[config.mk]
export PLATFORM = sky130hd
export DESIGN_NAME = maxnet_ctrl_seq_flat
export DESIGN_NICKNAME = d
export VERILOG_FILES = /design/src/rtl/maxnet_ctrl_seq_if.sv /design/src/rtl/maxnet_ctrl_seq.sv /design/src/flat_wrapper.sv
export SDC_FILE = /design/constraint.sdc
export NUM_CORES = 1
export LEC_CHECK = 0
export ABC_CLOCK_PERIOD_IN_PS = 2150
export BUFFER_PORTS_ARGS = -buffer_cell sky130_fd_sc_hd__buf_2
export CAP_MARGIN = 20
export CORE_MARGIN = 3
export CORE_UTILIZATION = 54
export CTS_CLUSTER_SIZE = 28
export DETAILED_ROUTE_END_ITERATION = 12
export PLACE_DENSITY = 0.78
export SETUP_SLACK_MARGIN = 0.3
export SKIP_CTS_REPAIR_TIMING = 1
export SKIP_LAST_GASP = 1
export SYNTH_ARGS = -nofsm -noshare
export SYNTH_HDL_FRONTEND = slang
export SYNTH_SLANG_ARGS = --single-unit
[constraint.sdc]
create_clock -name clk -period 2.15 [get_ports clk]
set_clock_uncertainty 0.15 [all_clocks]
set_input_delay 0.215 -clock clk [delete_from_list [all_inputs] [get_ports clk]]
set_output_delay 0.215 -clock clk [all_outputs]
set_load 0.02 [all_outputs]
[src/rtl/maxnet_ctrl_seq_if.sv]
// Handshake and strobe bundle between the Maxnet sequencer, the top-level
// start/finish logic and the Maxnet datapath.
interface maxnet_ctrl_seq_if #(
  parameter int GRP_W  = 2,
  parameter int ITER_W = 6
);
  logic              start;
  logic              abort;
  logic              valid;
  logic              plu_done;
  logic              start_plu;
  logic [GRP_W-1:0]  grp_idx;
  logic              we_grp;
  logic              we_a_reg;
  logic              we_prim;
  logic              eps_reg_we;
  logic              mux_sel;
  logic              dp_clr;
  logic [ITER_W-1:0] iter_cnt;
  logic              busy;
  logic              finish;
  logic [1:0]        status;

  modport master (
    input  start, abort, valid, plu_done,
    output start_plu, grp_idx, we_grp, we_a_reg, we_prim, eps_reg_we,
           mux_sel, dp_clr, iter_cnt, busy, finish, status
  );

  modport slave (
    output start, abort, valid, plu_done,
    input  start_plu, grp_idx, we_grp, we_a_reg, we_prim, eps_reg_we,
           mux_sel, dp_clr, iter_cnt, busy, finish, status
  );
endinterface

[src/rtl/maxnet_ctrl_seq.sv]
// Maxnet sequencer: runs N_NEURON neurons through LANES parallel PLUs group by
// group, iterates until convergence, iteration cap, PLU timeout or abort.
module maxnet_ctrl_seq #(
  parameter int N_NEURON = 8,
  parameter int LANES    = 2,
  parameter int MAX_ITER = 32,
  parameter int PLU_TMO  = 255,
  parameter int GRP_W    = ((N_NEURON / LANES) > 1) ? $clog2(N_NEURON / LANES) : 1,
  parameter int ITER_W   = $clog2(MAX_ITER + 1)
) (
  input  logic                 clk,
  input  logic                 rst,
  maxnet_ctrl_seq_if.master    bus
);

  localparam int GROUPS = N_NEURON / LANES;
  localparam int WD_W   = (PLU_TMO > 1) ? $clog2(PLU_TMO) : 1;

  localparam logic [GRP_W-1:0]  LAST_GRP = GRP_W'(GROUPS - 1);
  localparam logic [ITER_W-1:0] ITER_CAP = ITER_W'(MAX_ITER);
  localparam logic [WD_W-1:0]   WD_LAST  = WD_W'(PLU_TMO - 1);

  typedef enum logic [2:0] {
    S_IDLE,
    S_INIT,
    S_ISSUE,
    S_WAIT,
    S_STORE,
    S_COMMIT,
    S_CHECK,
    S_DONE
  } state_t;

  typedef enum logic [1:0] {
    ST_CONVERGED = 2'b00,
    ST_MAX_ITER  = 2'b01,
    ST_TIMEOUT   = 2'b10,
    ST_ABORTED   = 2'b11
  } status_t;

  typedef struct packed {
    logic start_plu;
    logic we_grp;
    logic we_a_reg;
    logic we_prim;
    logic eps_reg_we;
    logic mux_sel;
    logic dp_clr;
    logic finish;
  } strobe_t;

  state_t            state, state_nxt;
  status_t           status, status_nxt;
  logic [GRP_W-1:0]  grp_idx, grp_nxt;
  logic [ITER_W-1:0] iter_cnt, iter_nxt;
  logic [WD_W-1:0]   wd_cnt, wd_nxt;
  strobe_t           stb;
  logic              abortable;

  always_ff @(posedge clk) begin
    if (rst) begin
      state    <= S_IDLE;
      status   <= ST_CONVERGED;
      grp_idx  <= '0;
      iter_cnt <= '0;
      wd_cnt   <= '0;
    end else begin
      // NOTE: non-blocking so every register here updates from pre-edge values.
      state    <= state_nxt;
      status   <= status_nxt;
      grp_idx  <= grp_nxt;
      iter_cnt <= iter_nxt;
      wd_cnt   <= wd_nxt;
    end
  end

  assign abortable = (state == S_ISSUE) || (state == S_WAIT) || (state == S_STORE) ||
                     (state == S_COMMIT) || (state == S_CHECK);

  always_comb begin
    // NOTE: every variable gets a default first, so no path can infer a latch.
    state_nxt  = state;
    status_nxt = status;
    grp_nxt    = grp_idx;
    iter_nxt   = iter_cnt;
    wd_nxt     = wd_cnt;

    case (state)
      S_IDLE: begin
        if (bus.start) state_nxt = S_INIT;
      end
      S_INIT: begin
        grp_nxt    = '0;
        iter_nxt   = '0;
        status_nxt = ST_CONVERGED;
        wd_nxt     = '0;
        state_nxt  = S_ISSUE;
      end
      S_ISSUE: begin
        wd_nxt    = '0;
        state_nxt = S_WAIT;
      end
      S_WAIT: begin
        if (bus.plu_done) begin
          state_nxt = S_STORE;
        end else if (PLU_TMO != 0) begin
          // The watchdog holds PLU_TMO-1 on the last permitted WAIT cycle.
          if (wd_cnt == WD_LAST) begin
            state_nxt  = S_DONE;
            status_nxt = ST_TIMEOUT;
          end else begin
            wd_nxt = wd_cnt + WD_W'(1);
          end
        end
      end
      S_STORE: begin
        if (grp_idx == LAST_GRP) begin
          grp_nxt   = '0;
          state_nxt = S_COMMIT;
        end else begin
          grp_nxt   = grp_idx + GRP_W'(1);
          state_nxt = S_ISSUE;
        end
      end
      S_COMMIT: begin
        iter_nxt  = iter_cnt + ITER_W'(1);
        state_nxt = S_CHECK;
      end
      S_CHECK: begin
        if (bus.valid) begin
          state_nxt  = S_DONE;
          status_nxt = ST_CONVERGED;
        end else if (iter_cnt == ITER_CAP) begin
          state_nxt  = S_DONE;
          status_nxt = ST_MAX_ITER;
        end else begin
          state_nxt = S_ISSUE;
        end
      end
      S_DONE: begin
        state_nxt = S_IDLE;
      end
      default: begin
        state_nxt = S_IDLE;
      end
    endcase

    // Abort overrides both the timeout and the normal successor; counter
    // updates of the current state still take effect with its strobes.
    if (bus.abort && abortable) begin
      state_nxt  = S_DONE;
      status_nxt = ST_ABORTED;
    end
  end

  always_comb begin
    stb = '0;
    case (state)
      S_INIT: begin
        stb.we_a_reg   = 1'b1;
        stb.we_prim    = 1'b1;
        stb.eps_reg_we = 1'b1;
        stb.mux_sel    = 1'b1;
        stb.dp_clr     = 1'b1;
      end
      S_ISSUE:  stb.start_plu = 1'b1;
      S_STORE:  stb.we_grp    = 1'b1;
      S_COMMIT: stb.we_a_reg  = 1'b1;
      S_DONE:   stb.finish    = 1'b1;
      default:  stb = '0;
    endcase
  end

  assign bus.start_plu  = stb.start_plu;
  assign bus.we_grp     = stb.we_grp;
  assign bus.we_a_reg   = stb.we_a_reg;
  assign bus.we_prim    = stb.we_prim;
  assign bus.eps_reg_we = stb.eps_reg_we;
  assign bus.mux_sel    = stb.mux_sel;
  assign bus.dp_clr     = stb.dp_clr;
  assign bus.finish     = stb.finish;
  assign bus.busy       = (state != S_IDLE);
  assign bus.grp_idx    = grp_idx;
  assign bus.iter_cnt   = iter_cnt;
  assign bus.status     = status;

  a_finish_single: assert property (@(posedge clk) disable iff (rst) bus.finish |=> !bus.finish);
  a_iter_capped:   assert property (@(posedge clk) disable iff (rst) iter_cnt <= ITER_CAP);

endmodule

[src/flat_wrapper.sv]
// flat-port wrapper written by rule: the top's interface ports become plain ports
module maxnet_ctrl_seq_flat 
#(
  parameter int N_NEURON = 8,
  parameter int LANES    = 2,
  parameter int MAX_ITER = 32,
  parameter int PLU_TMO  = 255,
  parameter int GRP_W    = ((N_NEURON / LANES) > 1) ? $clog2(N_NEURON / LANES) : 1,
  parameter int ITER_W   = $clog2(MAX_ITER + 1)
)
  (clk, rst, bus_start, bus_abort, bus_valid, bus_plu_done, bus_start_plu, bus_grp_idx, bus_we_grp, bus_we_a_reg, bus_we_prim, bus_eps_reg_we, bus_mux_sel, bus_dp_clr, bus_iter_cnt, bus_busy, bus_finish, bus_status);
  maxnet_ctrl_seq_if #(.GRP_W(GRP_W), .ITER_W(ITER_W)) bus_i ();
  input  logic clk;
  input  logic rst;
  input wire logic [$bits(bus_i.start)-1:0] bus_start;
  input wire logic [$bits(bus_i.abort)-1:0] bus_abort;
  input wire logic [$bits(bus_i.valid)-1:0] bus_valid;
  input wire logic [$bits(bus_i.plu_done)-1:0] bus_plu_done;
  output wire logic [$bits(bus_i.start_plu)-1:0] bus_start_plu;
  output wire logic [$bits(bus_i.grp_idx)-1:0] bus_grp_idx;
  output wire logic [$bits(bus_i.we_grp)-1:0] bus_we_grp;
  output wire logic [$bits(bus_i.we_a_reg)-1:0] bus_we_a_reg;
  output wire logic [$bits(bus_i.we_prim)-1:0] bus_we_prim;
  output wire logic [$bits(bus_i.eps_reg_we)-1:0] bus_eps_reg_we;
  output wire logic [$bits(bus_i.mux_sel)-1:0] bus_mux_sel;
  output wire logic [$bits(bus_i.dp_clr)-1:0] bus_dp_clr;
  output wire logic [$bits(bus_i.iter_cnt)-1:0] bus_iter_cnt;
  output wire logic [$bits(bus_i.busy)-1:0] bus_busy;
  output wire logic [$bits(bus_i.finish)-1:0] bus_finish;
  output wire logic [$bits(bus_i.status)-1:0] bus_status;
  assign bus_i.start = bus_start;
  assign bus_i.abort = bus_abort;
  assign bus_i.valid = bus_valid;
  assign bus_i.plu_done = bus_plu_done;
  assign bus_start_plu = bus_i.start_plu;
  assign bus_grp_idx = bus_i.grp_idx;
  assign bus_we_grp = bus_i.we_grp;
  assign bus_we_a_reg = bus_i.we_a_reg;
  assign bus_we_prim = bus_i.we_prim;
  assign bus_eps_reg_we = bus_i.eps_reg_we;
  assign bus_mux_sel = bus_i.mux_sel;
  assign bus_dp_clr = bus_i.dp_clr;
  assign bus_iter_cnt = bus_i.iter_cnt;
  assign bus_busy = bus_i.busy;
  assign bus_finish = bus_i.finish;
  assign bus_status = bus_i.status;
  maxnet_ctrl_seq #(.N_NEURON(N_NEURON), .LANES(LANES), .MAX_ITER(MAX_ITER), .PLU_TMO(PLU_TMO), .GRP_W(GRP_W), .ITER_W(ITER_W)) u_core (.clk(clk), .rst(rst), .bus(bus_i));
endmodule
## Yosys cells after proc, flatten, opt, wreduce, memory -nomap -nowiden

Index checks and enable logic that the tools add are counted.

| storage, ports and cells | value |
|---|---|
| register bits after elaboration | 21 |
| output and inout bits | 19 |
| word-level logic and storage cells | 66 |

| cells by class | value |
|---|---|
| add/sub/neg operators | 3 |
| equal/unequal tests | 17 |
| mux-type cells | 25 |
| reductions and logical operators | 16 |

Operator list:

| operator | number |
|---|---|
| 3-bit one-hot mux with 8 select lines | 1 |
| 3-bit 2-to-1 mux | 7 |
| 8-bit 2-to-1 mux | 2 |
| 8-bit one-hot mux with 2 select lines | 1 |
| 3-bit equality test (second input constant) | 4 |
| 2-bit 2-to-1 mux | 6 |
| 6-bit one-hot mux with 2 select lines | 1 |
| 8-bit by 1-bit adder with 8-bit output (second input constant) | 1 |
| 8-bit equality test (second input constant) | 1 |
| 4-bit inequality test (second input constant) | 2 |
| 6-bit by 1-bit adder with 6-bit output (second input constant) | 1 |
| 3-bit by 2-bit equality test with 1-bit output (second input constant) | 2 |
| 6-bit equality test (second input constant) | 1 |
| 3-bit inequality test (second input constant) | 2 |
| 2-bit one-hot mux with 3 select lines | 1 |
| 2-bit nonzero test | 3 |
| 1-bit logical OR | 4 |
| 1-bit 2-to-1 mux | 4 |
| 4-bit 2-to-1 mux | 1 |
| 2-bit inequality test (second input constant) | 2 |
| 2-bit one-hot mux with 2 select lines | 1 |
| 4-bit AND reduction | 1 |
| 4-bit nonzero test | 1 |
| 2-bit OR reduction | 2 |
| 9 further kinds | 9 |

## Logic depth before layout (Yosys ltp)

Gate-level depths: netlist of the first run.

| logic depth | value |
|---|---|
| depth in word-level cells | 8 |
| depth in mapped cells | 7 |

## Worst setup path before layout of the first run

Ideal clock, no wire load.

| timing | value |
|---|---|
| path type | reg2reg |
| start | reg u_core.state[1] |
| end | reg u_core.state[0] |
| library setup time | 0.071 ns |
| data arrival time | 1.702 ns |
| setup slack | 0.227 ns |
| cell stages (with the launch flop) | 8 |
| path buffers | 1 |
| cell sequence | dfxtp_1 > buf_4 > inv_1 > ha_1 > or4_1 > o211ai_1 > o21ai_1 > a21oi_1 |

| between the ends | value |
|---|---|
| word-level cells in the longest chain between the ends | 8 |
| elaborated cells on any way between the ends | 18 |

RTL lines:

| item | line | source |
|---|---|---|
| start, declared | maxnet_ctrl_seq.sv:52 | `state_t state, state_nxt;` |
| start signal, assigned | maxnet_ctrl_seq.sv:69 | `state <= state_nxt;` |
| 3-bit by 2-bit equality test with 1-bit output | maxnet_ctrl_seq.sv:77, maxnet_ctrl_seq.sv:88 |  |
| 1-bit logical OR (3 in series) | maxnet_ctrl_seq.sv:77 | `assign abortable = (state == S_ISSUE) \|\| (state == S_WAIT) \|\| (state == S_STORE) \|\|` |
| 1-bit logical OR | maxnet_ctrl_seq.sv:78 | `(state == S_COMMIT) \|\| (state == S_CHECK);` |
| 1-bit logical AND | maxnet_ctrl_seq.sv:150 | `if (bus.abort && abortable) begin` |
| 4-bit inequality test (no line) / 3-bit by 2-bit inequality test with 1-bit output (equally long branches) | n/a |  |
| 2-bit AND reduction (no line) | n/a |  |

Several ways; a longest one is shown, not always the timed one.
A chain may end at the register's enable or synchronous reset.

## Final worst setup path of the first run

| timing | value |
|---|---|
| start | reg u_core.wd_cnt[1] |
| end | reg u_core.wd_cnt[6] |

| between the ends | value |
|---|---|
| word-level cells in the longest chain between the ends | 4 |
| elaborated cells on any way between the ends | 7 |

RTL lines:

| item | line | source |
|---|---|---|
| start, declared | maxnet_ctrl_seq.sv:56 | `logic [WD_W-1:0] wd_cnt, wd_nxt;` |
| start signal, assigned | maxnet_ctrl_seq.sv:73 | `wd_cnt <= wd_nxt;` |
| 8-bit by 1-bit adder with 8-bit output | maxnet_ctrl_seq.sv:112 | `wd_nxt = wd_cnt + WD_W'(1);` |
| 8-bit 2-to-1 mux | maxnet_ctrl_seq.sv:108 | `if (wd_cnt == WD_LAST) begin` |
| 8-bit 2-to-1 mux | maxnet_ctrl_seq.sv:104 | `if (bus.plu_done) begin` |
| 8-bit one-hot mux with 2 select lines | maxnet_ctrl_seq.sv:88 | `case (state)` |

Several ways; a longest one is shown, not always the timed one. The select of a mux whose other input is x is not followed.

==> results of run 1 <==
==> where the power goes <==
part	switching (mW)	internal (mW)	leakage (nW)	total [mW]
logic	0.134	0.0848	0.487	0.218
clock network	0.125	0.0693	0.0177	0.194
registers	0.0197	0.395	0.173	0.415
total	0.279	0.549	0.678	0.828
==> layer usage <==
layer / up-vias / part of all wire, % / track usage (%)
met4: 0 / 0.18 / 4.167
met5: - / 0 / 0
met1: 618 / 45 / 29.74
li1: 640 / - / -
met2: 54 / 49 / 32.77
met3: 2 / 6.2 / 2.320
==> Yosys cell counts (2+ instances only) <==
| cell | number |
|---|---|
| o21ai_1 | 3 |
| nor2b_1 | 5 |
| a21oi_1 | 12 |
| ha_1 | 8 |
| xor2_1 | 3 |
| xnor2_1 | 4 |
| nand2_1 | 14 |
| clkbuf_1 | 3 |
| a22oi_1 | 2 |
| o21ai_0 | 5 |
| and2_1 | 2 |
| buf_4 | 5 |
| nor3_1 | 6 |
| o2111ai_1 | 2 |
| nor2_1 | 21 |
| nand2b_1 | 2 |
| o2bb2ai_1 | 2 |
| inv_1 | 7 |
| a31oi_1 | 3 |
| nand3_1 | 5 |
| or2_1 | 2 |
| nand4_1 | 5 |
| o211ai_1 | 2 |
| or3_1 | 2 |
| dfxtp_1 | 21 |
==> worst min-delay path, delay by kind of cell <==
| family | cells | cell delay [ns] |
|---|---|---|
| buf+inv | 1 | 0.11 |
| simple gates | 1 | 0.12 |
| compound gates | 1 | 0.08 |
==> per-stage QoR <==
stage	power, mW	hold slack (ns)	worst slack, ns	cell area [µm²]
4_1_cts	0.8129	0.09461	0.2172	1489
3_3_place_gp	0.6179	0.3320	0.3518	1461
5_1_grt	0.8710	0.1197	0.2322	1603
3_5_place_dp	0.6230	0.3468	0.2672	1461
6_report	0.8280	0.1058	0.3247	1603
2_1_floorplan	0.5789	0.1238	0.3085	1330
==> sequential cells by signal (all words and copies together) (netlist names) <==
| signal | count |
|---|---|
| u_core.state | 3 |
| u_core.wd_cnt | 8 |
| u_core.bus.status | 2 |
| u_core.bus.grp_idx | 2 |
| u_core.bus.iter_cnt | 6 |
==> final timing paths <==
check                           cells after the start  slack [ns]                                   to                                start
worst max-delay path                                6        0.32        u_core.wd_cnt[6]$_SDFFE_PP0P_        u_core.wd_cnt[1]$_SDFFE_PP0P_
worst min-delay path                                3        0.11         u_core.state[2]$_SDFFE_PP0P_                            bus_abort
worst max register to register                      6        0.32        u_core.wd_cnt[6]$_SDFFE_PP0P_        u_core.wd_cnt[1]$_SDFFE_PP0P_
worst min register to register                      2        0.36  u_core.bus.iter_cnt[1]$_SDFFE_PP0P_  u_core.bus.iter_cnt[1]$_SDFFE_PP0P_
==> area by class of cell <==
| cell class | instances | area, µm² |
|---|---|---|
| multi-input combinational | 126 | 865.8 |
| sequential | 21 | 435.4 |
| timing repair buffer | 33 | 207.7 |
| clock inverter | 1 | 5.005 |
| tap | 28 | 35.03 |
| fill | 187 | 673.1 |
| inverter | 8 | 31.28 |
| clock buffer | 3 | 22.52 |
==> cells by family after synthesis <==
family | synth area share [%]
AND/OR/NAND/NOR | 29.50
AO/OA/AOI/OAI | 19.13
flip-flops | 31.67
buffers and inverters | 6.409
adder cells (fa/ha/maj) | 7.540
XOR/XNOR | 4.618
multiplexers | 1.131
==> flow_summary.toml, run 1 <==
[status]
outcome = "completed"

[grt]
antenna_found_initial = 0
grt_first_pass_wirelength_mm = 5.306
grt_start_max_net_pins = 17
grt_overflow_total = 0
grt_pass1_vias = 1167
track_usage_pct = 20.50

[logic_synthesis]
synth_seq_area_share_pct = 31.67
synth_cells = 164
yosysTopAreaCell = "dfxtp_1"
synthArstFlopShare_pct = 0
synth-main-ff-cell = "dfxtp_1"
ys_types = 43
yosys.area.top_type_share_pct = 31.67
syn-num-nets = 178
synth_area_um2 = 1328
avgSynthCellArea_um2 = 8.095
synth-seq-cells = 21
yosys-top-cells-area = "dfxtp_1 32%, ha_1 7.5%, nor2_1 5.9%"
yosysWarnings = 0
synth_edf_count = 0

[clock_tree]
cts_max_path_buffers = 2
cts_made_buffers = 3
h-tree-depth = 1
cts.clk_slew.worst_paths_ns = 0.12
root_buffer = "clkbuf_4"
cts.sinks = 21
clock_latency_ns = 0.30
tritoncts = "yes"

[placed_design]
place_inst = 211
dp_hpwl_mm = 2.286
gp_congestion = 0.8269
io_buffers = 24

[sta]
hold_viol = 0
slew_viol_final = 0
min_period_ns = 1.825
relSlewSlack_pct = 79.72
fin_crit_sh_pct = 84.90
worst_pin_slew_ns = 0.3036
finalSetupViolCount = 0
finalSetupTns_ns = 0
clock.fmax_mhz = 547.9
grt_setup_unrepaired = "true"

[layout]
area_delta_synth_final_pct = 20.74
drive_gt1_share_pct = 32.81
fin_util_pct = 70.42
fin_cells = 220
layout_common_cells = "24 x buf_2, 21 x nor2_1, 15 x dfxtp_1"
final_common_cell = "buf_2"
antenna_cells = 0
final_nets = 207

[route]
vias = 1314
drt-total-wl_mm = 3.252
drc = 0
vias_per_cell = 5.973
first_pass_iters = 4
routed_wire_length_per_instance_um = 14.78
antenna_left = 0
drt_iter0_markers = 25

[die]
rows = 17
die_w_um = 55.58
core_area_um2 = 2276
initial_core_util_pct = 58.33
die_area_um2 = 3089
die_y_um = 55.58
io_pins = 25

[min_path]
hp-class = "primary input to register"

[flow_run]
maxCapViolations = 0

[worst_setup_path]
cp.arrival_ns = 1.88
path_cells = "ha_2, nand3_4, o21a_4, o211ai_2, nor2_1, mux2_4"
crit_type = "register to register"
crit_path_end_kind = "register"
worst_path_largest_cell_delay_ns = 0.42
crit_fanout = 4
critPathLaunchType = "register"
critPathSlowestCell = "dfxtp_1"
crit_family = "compound AO/OA/AOI/OAI gates"
crit_required_ns = 2.21
critical_path_buf_inv_count = 0

[power]
p_leak_nw = 0.6777
ir_worst_vdd_mv = 0.3255
power.density_nw_per_um2 = 516.6
(Power assumes the default switching activity.)
==> run 2: changes to the inputs <==
--- a/config.mk
+++ b/config.mk
@@ -5,14 +5,15 @@
 export SDC_FILE = /design/constraint.sdc
 export NUM_CORES = 1
 export LEC_CHECK = 0
-export ABC_CLOCK_PERIOD_IN_PS = 2150
+export ABC_CLOCK_PERIOD_IN_PS = 1500
 export BUFFER_PORTS_ARGS = -buffer_cell sky130_fd_sc_hd__buf_2
 export CAP_MARGIN = 20
+export CORE_ASPECT_RATIO = 2
 export CORE_MARGIN = 3
-export CORE_UTILIZATION = 54
+export CORE_UTILIZATION = 49
 export CTS_CLUSTER_SIZE = 28
 export DETAILED_ROUTE_END_ITERATION = 12
-export PLACE_DENSITY = 0.78
+export PLACE_DENSITY = 0.75
 export SETUP_SLACK_MARGIN = 0.3
 export SKIP_CTS_REPAIR_TIMING = 1
 export SKIP_LAST_GASP = 1
==> constraint.sdc (replaced) <==
create_clock -name clk -period 1.5 [get_ports clk]
set_clock_uncertainty 0.15 [all_clocks]
set_input_delay 0.15 -clock clk [delete_from_list [all_inputs] [get_ports clk]]
set_output_delay 0.15 -clock clk [all_outputs]
set_load 0.02 [all_outputs]
==> run 2 against run 1 <==
  * The run now ends with setup timing left
  * Critical path depth unchanged
  * Sequential share of layout area decreased by 7.0 points
  * Sequential cell count unchanged
  * Global-route usage increased by 4.1 points
  * Register-to-register slack got worse by 0.55 ns
  * Die area increased by 10%
  * Routed wire length increased by 52%
  * Worst setup slack got worse by 0.55 ns
  * Count of clock-buffer cells in the layout increased by 1
  * Largest cell class unchanged
==> flow_summary.toml, run 2 (synthesized netlist as in run 1, its figures left out) <==
[status]
outcome = "finished with violations"
violations = "setup timing"

[layout]
drive_gt1_share_pct = 60.94
fill_cells = 135
top_regs = "u_core.wd_cnt x8, u_core.bus.iter_cnt x6, u_core.state x3"
largest_reg_flops = 8
fin_util_pct = 86.66
largest-register = "u_core.wd_cnt"
fin_area_um2 = 2227
fin_cells = 261
layout_common_cells = "44 x buf_4, 17 x nor2_1, 16 x buf_6"
area_delta_synth_final_pct = 67.77
final_common_cell = "buf_4"
final_nets = 248
antenna_cells = 0

[power]
p_leak_nw = 0.9319
pwr-share-clk_pct = 24.7
p_seq_share_pct = 38.3
netSwitchingFraction_pct = 32.71
p_comb_share_pct = 37.0
power.density_nw_per_um2 = 690.5
ir_worst_vdd_mv = 0.6203
p_int_mw = 1.035
p_switching_mw = 0.5030
power_mw = 1.538

[sta]
finalSetupTns_ns = -2.624
hold_ws_ns = 0.08306
worst_slack_ns = -0.2262
worst_pin_slew_ns = 0.2713
slew_viol_final = 0
finalSetupViolCount = 22
min_period_ns = 1.726
relSlewSlack_pct = 81.77
clock.fmax_mhz = 579.3
grt_setup_unrepaired = "true"
hold_viol = 0
fin_crit_sh_pct = 115.1

[route]
drt-total-wl_mm = 4.946
vias = 1572
antenna_left = 0
routed_wire_length_per_instance_um = 18.95
drc = 0
first_pass_iters = 4
drt_iter0_markers = 40
vias_per_cell = 6.023

[die]
die_w_um = 42.81
rows = 26
initial_core_util_pct = 51.66
core_area_um2 = 2570
die_y_um = 79.61
io_pins = 25
die_area_um2 = 3408

[grt]
track_usage_pct = 24.59
grt_start_max_net_pins = 16
grt_pass1_vias = 1522
grt_first_pass_wirelength_mm = 6.555
grt_overflow_total = 0
antenna_found_initial = 0

[placed_design]
io_buffers = 24
place_inst = 247
gp_congestion = 0.9087
pre_cts_ws_ns = -0.1615
dp_hpwl_mm = 3.010
place_area_um2 = 1869

[worst_setup_path]
r2r_cells = 6
r2r_end = "u_core.state[0]$_SDFFE_PP0P_"
r2r-start = "u_core.state[2]$_SDFFE_PP0P_"
crit_fanout = 6
critPathLaunchType = "register"
crit_type = "register to register"
r2r_slack_ns = -0.23
crit_path_end_kind = "register"
crit_required_ns = 1.54
cp.arrival_ns = 1.77

[clock_tree]
tritoncts = "yes"
root_buffer = "clkbuf_8"
cts.sinks = 21
cts_max_path_buffers = 2
h-tree-depth = 1
cts.clk_slew.worst_paths_ns = 0.08
cts_made_buffers = 3
clock_latency_ns = 0.26

[min_path]
min_from = "bus_abort"
hp-class = "primary input to register"
hold_end = "u_core.state[2]$_SDFFE_PP0P_"
hold_depth = 3

[flow_run]
maxCapViolations = 0
[run 2: cell types whose count changed in the layout (fill, tap and decap cells not counted), moves of 4 or more]
cell     before  now
buf_4         7   44
ha_1          7    3
a21oi_2       0    4
buf_2        24   12
buf_6         0   16
dfxtp_1      15    8
a21oi_1      12    8
nor2_1       21   17
dfxtp_2       3    8
[run 2: power by group through the flow]
stage	sequential (mW)	combinational [mW]	clock, mW
after floorplan	0.598	0.273	0
after CTS	0.584	0.410	0.379
after global placement	0.596	0.398	0
after detailed placement	0.596	0.408	0
final	0.589	0.569	0.380
after global routing	0.589	0.603	0.401
[run 2: worst max-delay path by stage]
stage / from / cells after the start / to / slack (ns)
2_1_floorplan: u_core.state[1]$_SDFFE_PP0P_ / 7 / u_core.state[0]$_SDFFE_PP0P_ / -0.21
3_3_place_gp: u_core.state[0]$_SDFFE_PP0P_ / 6 / u_core.wd_cnt[6]$_SDFFE_PP0P_ / -0.14
3_5_place_dp: u_core.state[1]$_SDFFE_PP0P_ / 5 / u_core.state[0]$_SDFFE_PP0P_ / -0.16
4_1_cts: u_core.state[0]$_SDFFE_PP0P_ / 4 / bus_finish / -0.20
5_1_grt: u_core.state[2]$_SDFFE_PP0P_ / 6 / u_core.state[0]$_SDFFE_PP0P_ / -0.30
6_report: u_core.state[2]$_SDFFE_PP0P_ / 6 / u_core.state[0]$_SDFFE_PP0P_ / -0.23
[run 2: area by class of cell]
class,instances,area [µm²],area share (%)
multi-input cells,126,1055,47.36
repair buffers,74,605.6,27.19
flip-flops and latches,21,449.2,20.17
clock buffers,4,45.04,2.022
inverters,8,37.54,1.685
well taps,28,35.03,1.573
[run 2: critical path, stage by stage (launching register included)]
cell	delay (ns)
dfxtp_4	0.41
inv_2	0.07
ha_4	0.15
or4_4	0.53
o211ai_1	0.13
o21ai_1	0.08
a21oi_1	0.14
[run 2: routing by layer]
metal / global-route usage (%) / share of wire [%]
met1: 25.10 / 34
met5: 0 / 0
met2: 46.23 / 59
met3: 3.386 / 3.8
met4: 12.15 / 3.4
